--- src/rtl/dmem_arbiter_if.sv ---
// dmem_arbiter_if
//   Bundles the two requester ports (m0 = core load/store, m1 = boot loader / DMA)
//   and the DMemory-side port of the data-memory arbiter.
//
//   Handshake: a requester raises mN_req with we/addr/wdata/wmask and holds all of
//   them stable until it sees mN_gnt high at a rising edge. That edge is the accept
//   point, and a write is complete there. A read returns later as a single-cycle
//   mN_rvalid pulse with mN_rdata. If mN_rerr is also set, the read timed out and
//   the data is the error word. There is no back-pressure on the read response.
//
//   Modports:
//     slave  - the arbiter (samples requests and memory return, drives grants/strobes)
//     master - the requesters and the memory model around it
interface dmem_arbiter_if;
  logic        m0_req;
  logic        m0_we;
  logic [31:0] m0_addr;
  logic [31:0] m0_wdata;
  logic [3:0]  m0_wmask;
  logic        m0_gnt;
  logic        m0_rvalid;
  logic [31:0] m0_rdata;
  logic        m0_rerr;

  logic        m1_req;
  logic        m1_we;
  logic [31:0] m1_addr;
  logic [31:0] m1_wdata;
  logic [3:0]  m1_wmask;
  logic        m1_gnt;
  logic        m1_rvalid;
  logic [31:0] m1_rdata;
  logic        m1_rerr;

  logic        mem_re;
  logic        mem_we;
  logic [31:0] mem_addr;
  logic [31:0] mem_wdata;
  logic [3:0]  mem_wmask;
  logic [31:0] mem_rdata;
  logic        mem_rvalid;

  modport slave (
    input  m0_req, m0_we, m0_addr, m0_wdata, m0_wmask,
    output m0_gnt, m0_rvalid, m0_rdata, m0_rerr,
    input  m1_req, m1_we, m1_addr, m1_wdata, m1_wmask,
    output m1_gnt, m1_rvalid, m1_rdata, m1_rerr,
    output mem_re, mem_we, mem_addr, mem_wdata, mem_wmask,
    input  mem_rdata, mem_rvalid
  );

  modport master (
    output m0_req, m0_we, m0_addr, m0_wdata, m0_wmask,
    input  m0_gnt, m0_rvalid, m0_rdata, m0_rerr,
    output m1_req, m1_we, m1_addr, m1_wdata, m1_wmask,
    input  m1_gnt, m1_rvalid, m1_rdata, m1_rerr,
    input  mem_re, mem_we, mem_addr, mem_wdata, mem_wmask,
    output mem_rdata, mem_rvalid
  );
endinterface

--- src/rtl/dmem_arbiter.sv ---
// dmem_arbiter
//   Shares the single DMemory port between the pipeline core (m0) and the boot
//   loader / DMA engine (m1). It issues at most one access per cycle and allows
//   one outstanding read. Arbitration is round-robin, or m0 wins fixed when
//   FIXED_PRIO=1. A read that gets no memory return within TIMEOUT cycles ends
//   with ERR_WORD and rerr set.
// Ports
//   clk          clock, rising edge
//   rst          synchronous reset, active-high
//   bus          dmem_arbiter_if.slave: requester ports m0/m1 and the DMemory port
//   dbg_state_o  FSM state (0 = IDLE, 1 = RD_WAIT)
module dmem_arbiter #(
  parameter int          FIXED_PRIO = 0,
  parameter int          TIMEOUT    = 16,
  parameter logic [31:0] ERR_WORD   = 32'hDEADBEEF
) (
  input  logic                 clk,
  input  logic                 rst,
  dmem_arbiter_if.slave        bus,
  output logic                 dbg_state_o
);
  localparam int             TW       = $clog2(TIMEOUT + 1);
  localparam logic [TW-1:0]  TMO_LAST = TW'(TIMEOUT - 1);

  typedef enum logic {IDLE = 1'b0, RD_WAIT = 1'b1} state_e;

  state_e        state_q, state_d;
  logic          owner_q, owner_d;
  logic          last_gnt_q, last_gnt_d;
  logic [TW-1:0] tmo_cnt_q, tmo_cnt_d;

  logic        win;
  logic        gnt0, gnt1;
  logic        rv0, rv1, rerr;
  logic [31:0] rdata;
  logic        mem_re, mem_we;
  logic [31:0] mem_addr, mem_wdata;
  logic [3:0]  mem_wmask;

  always_ff @(posedge clk) begin
    if (rst) begin
      state_q    <= IDLE;
      owner_q    <= 1'b0;
      last_gnt_q <= 1'b1;  // m0 wins the first tie after reset
      tmo_cnt_q  <= '0;
    end else begin
      state_q    <= state_d;
      owner_q    <= owner_d;
      last_gnt_q <= last_gnt_d;
      tmo_cnt_q  <= tmo_cnt_d;
    end
  end

  always_comb begin
    state_d    = state_q;
    owner_d    = owner_q;
    last_gnt_d = last_gnt_q;
    tmo_cnt_d  = tmo_cnt_q;
    win        = 1'b0;
    gnt0       = 1'b0;
    gnt1       = 1'b0;
    rv0        = 1'b0;
    rv1        = 1'b0;
    rerr       = 1'b0;
    rdata      = '0;
    mem_re     = 1'b0;
    mem_we     = 1'b0;
    mem_addr   = '0;
    mem_wdata  = '0;
    mem_wmask  = '0;

    // While rst is high every output stays 0, even though requests may be present.
    if (!rst) begin
      unique case (state_q)
        IDLE: begin
          if (bus.m0_req && bus.m1_req) win = (FIXED_PRIO != 0) ? 1'b0 : ~last_gnt_q;
          else                          win = bus.m1_req;

          if (bus.m0_req || bus.m1_req) begin
            gnt0       = ~win;
            gnt1       = win;
            mem_we     = win ? bus.m1_we    : bus.m0_we;
            mem_re     = ~mem_we;
            mem_addr   = win ? bus.m1_addr  : bus.m0_addr;
            mem_wdata  = win ? bus.m1_wdata : bus.m0_wdata;
            mem_wmask  = win ? bus.m1_wmask : bus.m0_wmask;
            last_gnt_d = win;
            if (!mem_we) begin
              owner_d   = win;
              tmo_cnt_d = '0;
              state_d   = RD_WAIT;
            end
          end
          // A mem_rvalid seen here is late or spurious and is dropped.
        end

        RD_WAIT: begin
          if (bus.mem_rvalid) begin
            // The memory data goes straight through in the same cycle, adding no latency.
            rv0     = ~owner_q;
            rv1     = owner_q;
            rdata   = bus.mem_rdata;
            state_d = IDLE;
          end else if (tmo_cnt_q == TMO_LAST) begin
            rv0     = ~owner_q;
            rv1     = owner_q;
            rerr    = 1'b1;
            rdata   = ERR_WORD;
            state_d = IDLE;
          end else begin
            tmo_cnt_d = tmo_cnt_q + TW'(1);
          end
        end

        default: state_d = IDLE;
      endcase
    end
  end

  assign bus.m0_gnt    = gnt0;
  assign bus.m1_gnt    = gnt1;
  assign bus.m0_rvalid = rv0;
  assign bus.m1_rvalid = rv1;
  assign bus.m0_rerr   = rv0 & rerr;
  assign bus.m1_rerr   = rv1 & rerr;
  assign bus.m0_rdata  = rv0 ? rdata : 32'h0;
  assign bus.m1_rdata  = rv1 ? rdata : 32'h0;
  assign bus.mem_re    = mem_re;
  assign bus.mem_we    = mem_we;
  assign bus.mem_addr  = mem_addr;
  assign bus.mem_wdata = mem_wdata;
  assign bus.mem_wmask = mem_wmask;

  assign dbg_state_o = (state_q == RD_WAIT);
endmodule

--- src/flat_wrapper.sv ---
// flat-port wrapper written by rule: the top's interface ports become plain ports
module dmem_arbiter_flat 
#(
  parameter int          FIXED_PRIO = 0,
  parameter int          TIMEOUT    = 16,
  parameter logic [31:0] ERR_WORD   = 32'hDEADBEEF
)
  (clk, rst, dbg_state_o, bus_m0_req, bus_m0_we, bus_m0_addr, bus_m0_wdata, bus_m0_wmask, bus_m0_gnt, bus_m0_rvalid, bus_m0_rdata, bus_m0_rerr, bus_m1_req, bus_m1_we, bus_m1_addr, bus_m1_wdata, bus_m1_wmask, bus_m1_gnt, bus_m1_rvalid, bus_m1_rdata, bus_m1_rerr, bus_mem_re, bus_mem_we, bus_mem_addr, bus_mem_wdata, bus_mem_wmask, bus_mem_rdata, bus_mem_rvalid);
  dmem_arbiter_if bus_i ();
  input  logic clk;
  input  logic rst;
  output logic dbg_state_o;
  input wire logic [$bits(bus_i.m0_req)-1:0] bus_m0_req;
  input wire logic [$bits(bus_i.m0_we)-1:0] bus_m0_we;
  input wire logic [$bits(bus_i.m0_addr)-1:0] bus_m0_addr;
  input wire logic [$bits(bus_i.m0_wdata)-1:0] bus_m0_wdata;
  input wire logic [$bits(bus_i.m0_wmask)-1:0] bus_m0_wmask;
  output wire logic [$bits(bus_i.m0_gnt)-1:0] bus_m0_gnt;
  output wire logic [$bits(bus_i.m0_rvalid)-1:0] bus_m0_rvalid;
  output wire logic [$bits(bus_i.m0_rdata)-1:0] bus_m0_rdata;
  output wire logic [$bits(bus_i.m0_rerr)-1:0] bus_m0_rerr;
  input wire logic [$bits(bus_i.m1_req)-1:0] bus_m1_req;
  input wire logic [$bits(bus_i.m1_we)-1:0] bus_m1_we;
  input wire logic [$bits(bus_i.m1_addr)-1:0] bus_m1_addr;
  input wire logic [$bits(bus_i.m1_wdata)-1:0] bus_m1_wdata;
  input wire logic [$bits(bus_i.m1_wmask)-1:0] bus_m1_wmask;
  output wire logic [$bits(bus_i.m1_gnt)-1:0] bus_m1_gnt;
  output wire logic [$bits(bus_i.m1_rvalid)-1:0] bus_m1_rvalid;
  output wire logic [$bits(bus_i.m1_rdata)-1:0] bus_m1_rdata;
  output wire logic [$bits(bus_i.m1_rerr)-1:0] bus_m1_rerr;
  output wire logic [$bits(bus_i.mem_re)-1:0] bus_mem_re;
  output wire logic [$bits(bus_i.mem_we)-1:0] bus_mem_we;
  output wire logic [$bits(bus_i.mem_addr)-1:0] bus_mem_addr;
  output wire logic [$bits(bus_i.mem_wdata)-1:0] bus_mem_wdata;
  output wire logic [$bits(bus_i.mem_wmask)-1:0] bus_mem_wmask;
  input wire logic [$bits(bus_i.mem_rdata)-1:0] bus_mem_rdata;
  input wire logic [$bits(bus_i.mem_rvalid)-1:0] bus_mem_rvalid;
  assign bus_i.m0_req = bus_m0_req;
  assign bus_i.m0_we = bus_m0_we;
  assign bus_i.m0_addr = bus_m0_addr;
  assign bus_i.m0_wdata = bus_m0_wdata;
  assign bus_i.m0_wmask = bus_m0_wmask;
  assign bus_m0_gnt = bus_i.m0_gnt;
  assign bus_m0_rvalid = bus_i.m0_rvalid;
  assign bus_m0_rdata = bus_i.m0_rdata;
  assign bus_m0_rerr = bus_i.m0_rerr;
  assign bus_i.m1_req = bus_m1_req;
  assign bus_i.m1_we = bus_m1_we;
  assign bus_i.m1_addr = bus_m1_addr;
  assign bus_i.m1_wdata = bus_m1_wdata;
  assign bus_i.m1_wmask = bus_m1_wmask;
  assign bus_m1_gnt = bus_i.m1_gnt;
  assign bus_m1_rvalid = bus_i.m1_rvalid;
  assign bus_m1_rdata = bus_i.m1_rdata;
  assign bus_m1_rerr = bus_i.m1_rerr;
  assign bus_mem_re = bus_i.mem_re;
  assign bus_mem_we = bus_i.mem_we;
  assign bus_mem_addr = bus_i.mem_addr;
  assign bus_mem_wdata = bus_i.mem_wdata;
  assign bus_mem_wmask = bus_i.mem_wmask;
  assign bus_i.mem_rdata = bus_mem_rdata;
  assign bus_i.mem_rvalid = bus_mem_rvalid;
  dmem_arbiter #(.FIXED_PRIO(FIXED_PRIO), .TIMEOUT(TIMEOUT), .ERR_WORD(ERR_WORD)) u_core (.clk(clk), .rst(rst), .bus(bus_i), .dbg_state_o(dbg_state_o));
endmodule
--- config.mk ---
export PLATFORM = sky130hd
export DESIGN_NAME = dmem_arbiter_flat
export DESIGN_NICKNAME = d
export VERILOG_FILES = /design/src/rtl/dmem_arbiter_if.sv /design/src/rtl/dmem_arbiter.sv /design/src/flat_wrapper.sv
export SDC_FILE = /design/constraint.sdc
export NUM_CORES = 1
export LEC_CHECK = 0
export CORE_AREA = 2 2 123 125
export DETAILED_ROUTE_END_ITERATION = 8
export DIE_AREA = 0 0 125 127
export SLEW_MARGIN = 20
export SYNTH_ARGS = -nofsm -noshare
export SYNTH_HDL_FRONTEND = slang
export SYNTH_SLANG_ARGS = --single-unit
--- constraint.sdc ---
create_clock -name clk -period 2.8 [get_ports clk]
set_clock_uncertainty 0.05 [all_clocks]
set_input_delay 0.56 -clock clk [delete_from_list [all_inputs] [get_ports clk]]
set_output_delay 0.56 -clock clk [all_outputs]
set_load 0.005 [all_outputs]
==> results of run 1 <==
## worst register-to-register path, cell delays in order (launching register included)
cell	delay (ns)
dfxtp_2	0.33
ha_4	0.16
and3_4	0.18
ha_4	0.16
buf_4	0.13
or3b_1	0.47
or4_1	0.49
o21ai_0	0.07
## worst max-delay path by stage
stage,from,endpoint,depth (start not counted)
finish,u_core.tmo_cnt_q[0]$_SDFFE_PP0P_,bus_m1_rdata[2],9
floorplan,u_core.tmo_cnt_q[0]$_SDFFE_PP0P_,bus_m0_rdata[22],8
global placement,bus_mem_rvalid,bus_m1_rdata[31],6
detailed placement,rst,bus_m1_rdata[0],5
CTS,u_core.tmo_cnt_q[0]$_SDFFE_PP0P_,bus_m0_rdata[3],8
global route,u_core.tmo_cnt_q[0]$_SDFFE_PP0P_,bus_m1_rdata[28],10
## layout by cell type (no fill, tap or decap), types with 7 or more instances in the layout
master	n
clkdlybuf4s50_1	177
a22o_1	67
clkbuf_2	50
dlymetal6s2s_1	45
nor2_1	41
buf_4	28
nor2_2	27
nor2b_1	25
dlygate4sd2_1	24
buf_12	14
buf_2	11
nand2_1	8
clkbuf_16	7
## per-layer routing
metal / global-route usage / wire length, um / share of wire
met1: 0.204 / 6200 / 0.43
met5: 0 / 0 / 0
met3: 0.0314 / 974 / 0.067
met4: 0.0248 / 161 / 0.011
met2: 0.272 / 7110 / 0.49
## state kept, by name, summed over array words and instances (netlist names)
register            cells
u_core.tmo_cnt_q        5
u_core.last_gnt_q       1
u_core.dbg_state_o      1
u_core.owner_q          1
## final cells by class
type	instances	area, um2	area share
Timing Repair Buffer	373	3800	0.656
Multi-Input combinational cell	210	1500	0.259
Sequential cell	8	163	0.0281
Inverter	6	27.5	0.00475
Tap cell	184	230	0.0397
Clock buffer	3	75.1	0.0130
## logic make-up after synthesis
kind of cell | count (synthesis)
and+or+nand+nor | 126
AOI/OAI and AO/OA | 82
buffers and inverters | 37
DFF | 8
adders and majority gates | 2
## power by group
part / switching (uW) / internal (uW)
Clock: 57.2 / 184
Combinational: 246 / 495
Sequential: 5.66 / 119
Total: 309 / 798
## metrics by stage
step	power (uW)	setup slack (ns)	area [um2]	std cells
4_1_cts	1100	-0.224	5600	765
3_5_place_dp	796	-0.427	5230	745
6_report	1110	-0.0618	5790	784
5_1_grt	1160	-0.129	5790	784
2_1_floorplan	311	0.403	1760	255
3_3_place_gp	791	-0.413	5230	745
## timing repair
item,4_1_cts,5_1_grt
buffers inserted,8,16
pin swaps,2,6
cloned,9,4
resized for setup,121,198
endpoints found under the setup margin,135,83
==> results.md, run 1 <==
- The maximum buffer depth of the clock tree is 2.
- The share of the clock period used by the worst path is 1.02.
- IR analysis of the VDD net gives a maximum drop of 0.000336 V.
- The worst min-delay path startpoint is u_core.tmo_cnt_q[4]$_SDFFE_PP0P_.
- The most frequent cell after synthesis is a22o_1.
- In this run the horizontal extent of the chip is 125 um.
- The area of the core is ~0.014 mm2.
- The share of synthesized flip-flops with an asynchronous set or reset is 0.
- The cell type with the largest total area after synthesis is a22o_1.
- The final layout contains routed wiring with a total length of between 10000 and 15000 um.
- Yosys attributes the largest share of cell area to a22o_1 33%, nor2_1 10%, nor2_2 9.2%.
- The number of antenna violations at the first check in global routing is 0.
- The area fraction in compound gates after synthesis is 0.401.
- The worst hold path belongs to the class reg2reg.
- The y dimension of the die is 127 um.
- In the synthesized netlist the dominant register cell turns out to be dfxtp_1.
- The max-slew violation count is 0.
- Summed over all layers, the global routing overflow is 0.
- The number of endpoints with negative hold slack in the final report is 0.
- At the worst endpoint, the required time is roughly 2.2 ns.
- The first-pass GRT wire length is 19900 um.
- The worst slew margin relative to its limit is 0.732.
- The slack of the worst reg-to-reg path is roughly 0.7 ns.
- The worst path arrival time is 2.25 ns.
- The number of nets with antenna violations after routing is 0.
- The post-synthesis cell type count is 35.
- The number of cells on the worst reg-to-reg path is 7.
- Across every metal layer, demand over resource in global routing totals 0.156.
- The number of buffers added on ports is approximately 320.
- The post-cts hold buffer count is 0.
- The setup TNS is -0.122 ns.
- The top fanout value on the critical path is 8.
- The weighted congestion at the end of routability-driven global placement is roughly 0.87.
- The post-synthesis instance area is roughly 0.0018 mm2.
- The critical setup path kind is reg2out.
- For this run, design rule violations remaining after detail routing come to 0.
- The count of max-cap constraint violations is 0.
- The number of antenna diodes in the final layout is 0.
- The overall via count from detail_route is between 3000 and 4000.
- The mean instance size in the synthesized netlist is approximately 6.9 um2.
- The slew of the pin with the lowest slew margin is 0.402 ns.
- The sort of element at the start of the critical path is a register.
- The synthesis-stage register bit count is 8.
- The sequential fraction of the synthesis area is 0.0910.
- The worst hold-check slack is approximately 0.50 ns.
- The layout overhead on the synthesized area is 229%.
- For this run, the post-layout net count is between 700 and 800.
- For this run, the detailed router's first-pass iteration total came to 4.
- The clock latency on the worst-skew pair is 0.23 ns.
- The startpoint of the lowest-slack register-to-register path is u_core.tmo_cnt_q[0]$_SDFFE_PP0P_.
- The via count normalized by instance count is around 4.3.
- The floorplan step defined a die boundary enclosing ~0.016 mm2.
- The endpoint identified for the worst register-to-register timing path is u_core.tmo_cnt_q[3]$_SDFFE_PP0P_.
- The clock drives 8 sinks.
- The signal on the critical path passes through ha_4, and3_4, ha_4, nor2_2, or4b_4, buf_6, clkbuf_16, nor2_2, clkdlybuf4s15_1.
- For this run, the number of Yosys warnings is 0.
- The end-of-flow core utilization is 0.402.
- The post-synthesis simple-gate area fraction is 0.383.
- The proportion of layout cells with a drive suffix above 1 is 0.283.
- The worst hold path passes through 2 cells.
- The slowest library cell on the worst path is or4b_4.
- After the first detailed-routing iteration, the DRC count stood at between 100 and 150.
- After layout, the worst setup slack is -0.0618 ns.
- Setup repair after global routing could not meet its margin everywhere.
- The share of synthesized area in the top cell type comes to 0.334.
- The family with the most delay on the worst path is simple AND/OR/NAND/NOR gates.
- The routed wire length per instance is approximately 18 um.
- Entering global routing, the biggest net connects 34 pins.
- The ratio of total power to cell area is around 190 mW/mm2.
- Together, buffers and inverters on the worst path number 3.
- After layout, the minimum clock period comes to around 2.9 ns.
- The number of global-route vias before repair is ~3400.
- The number of clock buffers added by TritonCTS is 3.
- The clock-pin slew reported for the worst setup and hold paths after clock tree synthesis is roughly 0.040 ns.
- The run finished, with violations left.
- TritonCTS built the clock tree.
- The clock root buffer is clkbuf_16.
- Of the total synthesized cell area, the portion taken by full adders, half adders and majority gates is 0.0142.
- The synthesized-area fraction occupied by xor and xnor cells is 0.
- The layout has around 1400 filler cells.
- For this run, the slowest stage of the critical path takes ~0.57 ns.
- Counting instances in the post-synthesis netlist gives the leading cell types as 67 x a22o_1, 47 x nor2_1, 26 x nor2_2.
- The floorplan row count is 44.
- The kind of end point of the critical path is an output port.
- The number of primary I/O pins is 316.
- Static timing analysis puts the maximum clock frequency at between 0.3 and 0.4 GHz.
- The multiplexer share of the synthesized area is 0.
- The number of enable-type register cells in the synthesized netlist is 0.
- The initial core utilization is 0.122.
- The worst min-delay path endpoint is u_core.tmo_cnt_q[4]$_SDFFE_PP0P_.
- The cell count after synthesis is roughly 260.
- The largest family of logic cells by synthesized area is compound AO/OA/AOI/OAI gates.
- The checks that failed: setup timing.
- The analysis attributes to cell leakage a power of ~0.0032 uW.
- Synthesis produced a netlist with a net count of between 400 and 500.
- Once detailed placement completed, the half-perimeter wirelength came to about 10000 um.
- The number of H-tree levels is 1.
- The final number of setup-violating endpoints is 2.
Note: power is estimated with default switching activity, not from simulation.
==> run 2: changes to the inputs <==
--- a/config.mk
+++ b/config.mk
@@ -12,3 +12,4 @@
 export SYNTH_ARGS = -nofsm -noshare
 export SYNTH_HDL_FRONTEND = slang
 export SYNTH_SLANG_ARGS = --single-unit
+export TNS_END_PERCENT = 20
==> results.md, run 2 (synthesized netlist as in run 1, its figures left out) <==
- Tracing the worst setup path back leads to its startpoint at u_core.tmo_cnt_q[0]$_SDFFE_PP0P_.
- The routed wire length per instance is 17.4 um (-5.7%).
- The weighted congestion at the end of routability-driven global placement is 0.869 (unchanged).
- The overall via count from detail_route is 3296 (-2.7%).
- TritonCTS built the clock tree.
- The required time of the critical path is 2.19 ns (about the same).
- The worst slew margin relative to its limit was 0.731 (about the same).
- The die boundary width came to 125 um (unchanged).
- The layer flagged by global routing as most heavily used is met2.
- The y dimension of the die came to 127 um (unchanged).
- The number of H-tree levels was 1 (unchanged).
- The number of endpoints with negative hold slack in the final report was 0 (unchanged).
- The number of flip-flops under the largest register name came to 5 (unchanged).
- The worst path arrival time came to 2.30 ns (+0.05 ns).
- Following the worst setup path forward leads to its endpoint at bus_m1_rdata[23].
- The flow ran to the end, but the final reports show violations.
- The checks that failed: setup timing.
- The maximum buffer depth of the clock tree is 2 (unchanged).
- The minimum clock period is 2.91 ns (+0.0452 ns).
- The total wire length was 13400 um (-7.2%).
- The number of nets with antenna violations after routing is 0 (unchanged).
- Setup repair after global routing could not meet its margin everywhere.
- The clock buffer count from CTS was 3 (unchanged).
- The part of the total power dissipated in the clock network is 0.236 (+0.018).
- The maximum frequency from static timing analysis is 0.344 GHz (-1.6%).
- The total global routing track utilization is 0.141 (-0.0155).
- The slack of the worst reg-to-reg path was 0.69 ns (about the same).
- The count of max-cap constraint violations is 0 (unchanged).
- The max-slew violation count is 0 (unchanged).
- The net switching share of the total power is 0.282 (+0.00262).
- The number of nets in the finished design is 767 (-1.5%).
- The net switching power of the design came to 288 uW (-6.7%).
- The ratio of total power to cell area came to 188 mW/mm2 (-1.9%).
- The remaining global-route overflow is 0 (unchanged).
- The met2 routing resource usage after global routing came to 0.249 (-0.0230).
- The post-route worst setup slack is -0.107 ns (-0.0452 ns).
- The most frequent standard cell in the layout excluding fill and tap cells is clkdlybuf4s50_1.
- The worst supply voltage drop on vdd is 0.000336 V (about the same).
- The classification of the worst-slack hold path is reg2reg.
- The number of clock sinks was 8 (unchanged).
- The kind of end point of the critical path is an output port.
- The number of diodes was 0 (unchanged).
- Compared with the post-synthesis result, the final layout area differs by 210%.
- The proportion of layout cells with a drive suffix above 1 is 0.194 (-0.0895).
- The floorplan die area is 0.0159 mm2 (unchanged).
- The slew of the pin with the lowest slew margin was 0.402 ns (+0.000514 ns).
- The initial core utilization is 0.122 (unchanged).
- The share of the clock period used by the worst path was 1.04 (+0.0161).
- The violation count after the first detailed-route iteration is 105 (-26%).
- The internal power component came to 735 uW (-7.9%).
- The total half-perimeter wirelength after legalization and detailed placement is 10200 um (unchanged).
- The static power due to leakage is 0.00270 uW (-15%).
- The setup TNS is -0.863 ns (-0.741 ns).
- The number of global-route vias before repair came to 3249 (-4.0%).
- The number of buffers added on ports came to 315 (unchanged).
- The met3 track demand over resource in global routing is 0.0318 (+0.000419).
- The floorplan row count is 44 (unchanged).
- The final number of setup-violating endpoints is 9 (+7).
- In the layout the commonest cells are 176 x clkdlybuf4s50_1, 106 x dlygate4sd2_1, 67 x a22o_1.
- The number of cells on the worst reg-to-reg path is 7 (unchanged).
- The residual DRC count is 0 (unchanged).
- The worst setup path is launched from a register.
- The end-of-flow core utilization is 0.378 (-0.0232).
- The number of primary I/O pins is 316 (unchanged).
- In this run the critical register-to-register path is launched from u_core.tmo_cnt_q[0]$_SDFFE_PP0P_.
- The first-pass GRT wire length was 18300 um (-8.1%).
- The via count normalized by instance count came to 4.27 (-1.2%).
- The area of the core came to 0.0144 mm2 (unchanged).
- The capturing point of the worst reg2reg path is u_core.tmo_cnt_q[3]$_SDFFE_PP0P_.
- The number of iterations in the first detailed-routing pass is 4 (unchanged).
- The part of the total power dissipated in sequential elements is 0.122 (+0.009).
- The number of antenna violations at the first check in global routing is 0 (unchanged).
- The clock-pin slew reported for the worst setup and hold paths after clock tree synthesis is 0.04 ns (about the same).
- The top fanout value on the critical path is 8 (unchanged).
- The register ranked first by flip-flop count is u_core.tmo_cnt_q.
- The clock latency on the worst-skew pair is 0.23 ns (about the same).
- The worst setup path is of the reg2out kind.
- CTS placed an instance of clkbuf_16 at the clock tree root.
- The power share of the combinational group is 0.642 (-0.027).
- The met1 demand-to-capacity share in global routing is 0.176 (-0.0280).
- The largest net degree at the start of global routing is 37 (+8.8%).
[run 2: changes by cell type in the layout (fill, tap and decap cells not counted), sizes merged]
cell and change:
dlymetal6s2s -40, bufbuf -2, clkbuf -33, dlygate4sd2 +82, buf -18, clkdlybuf4s50 -1
[run 2: critical path: stages, from the launching register on]
cell and delay [ns]:
dfxtp_2 0.35, ha_4 0.14, and3_4 0.19, ha_4 0.13
nor2_2 0.04, or4b_4 0.57, buf_4 0.18, clkbuf_16 0.16
nor2_2 0.07, dlygate4sd2_1 0.23
[run 2: power groups by stage]
stage | Combinational (uW) | Clock (uW) | Sequential [uW]
global route | 700 | 250 | 126
finish | 657 | 241 | 125
CTS | 618 | 243 | 124
detailed placement | 671 | 0 | 125
floorplan | 187 | 0 | 124
global placement | 666 | 0 | 125
[run 2: metal layers]
layer / share of wire / wire (um)
met2: 0.50 / 6640
met5: 0 / 0
met1: 0.42 / 5600
met4: 0.014 / 188
met3: 0.073 / 983
[run 2: worst min path at each step]
stage,from,depth (start not counted),endpoint
global route,u_core.tmo_cnt_q[4]$_SDFFE_PP0P_,2,u_core.tmo_cnt_q[4]$_SDFFE_PP0P_
CTS,u_core.tmo_cnt_q[4]$_SDFFE_PP0P_,2,u_core.tmo_cnt_q[4]$_SDFFE_PP0P_
detailed placement,u_core.tmo_cnt_q[4]$_SDFFE_PP0P_,2,u_core.tmo_cnt_q[4]$_SDFFE_PP0P_
global placement,u_core.tmo_cnt_q[4]$_SDFFE_PP0P_,2,u_core.tmo_cnt_q[4]$_SDFFE_PP0P_
finish,u_core.tmo_cnt_q[4]$_SDFFE_PP0P_,2,u_core.tmo_cnt_q[4]$_SDFFE_PP0P_
floorplan,u_core.tmo_cnt_q[4]$_SDFFE_PP0P_,2,u_core.tmo_cnt_q[4]$_SDFFE_PP0P_
[run 2: per-stage QoR]
step	setup slack, ns	total power [uW]	hold WS (ns)	area, um2	cells
5_1_grt	-0.166	1080	0.521	5460	772
3_3_place_gp	-0.413	791	0.413	5230	745
2_1_floorplan	0.403	311	0.405	1760	255
6_report	-0.107	1020	0.498	5460	772
4_1_cts	-0.224	986	0.488	5240	752
3_5_place_dp	-0.427	796	0.428	5230	745
[run 2: what timing repair did]
action                     4_1_cts  5_1_grt
pin swaps                       23        0
setup endpoints to repair      135       54
gates resized for setup        154       62
gates cloned                     2        4
hold buffers                     0        0
buffers inserted                 2       16
[run 2: area by class of cell]
cell class | count | area (um2)
Clock buffer | 3 | 75.1
Fill cell | 1497 | 8970
Inverter | 6 | 27.5
Multi-Input combinational cell | 210 | 1470
Sequential cell | 8 | 163
Tap cell | 184 | 230
Timing Repair Buffer | 361 | 3490
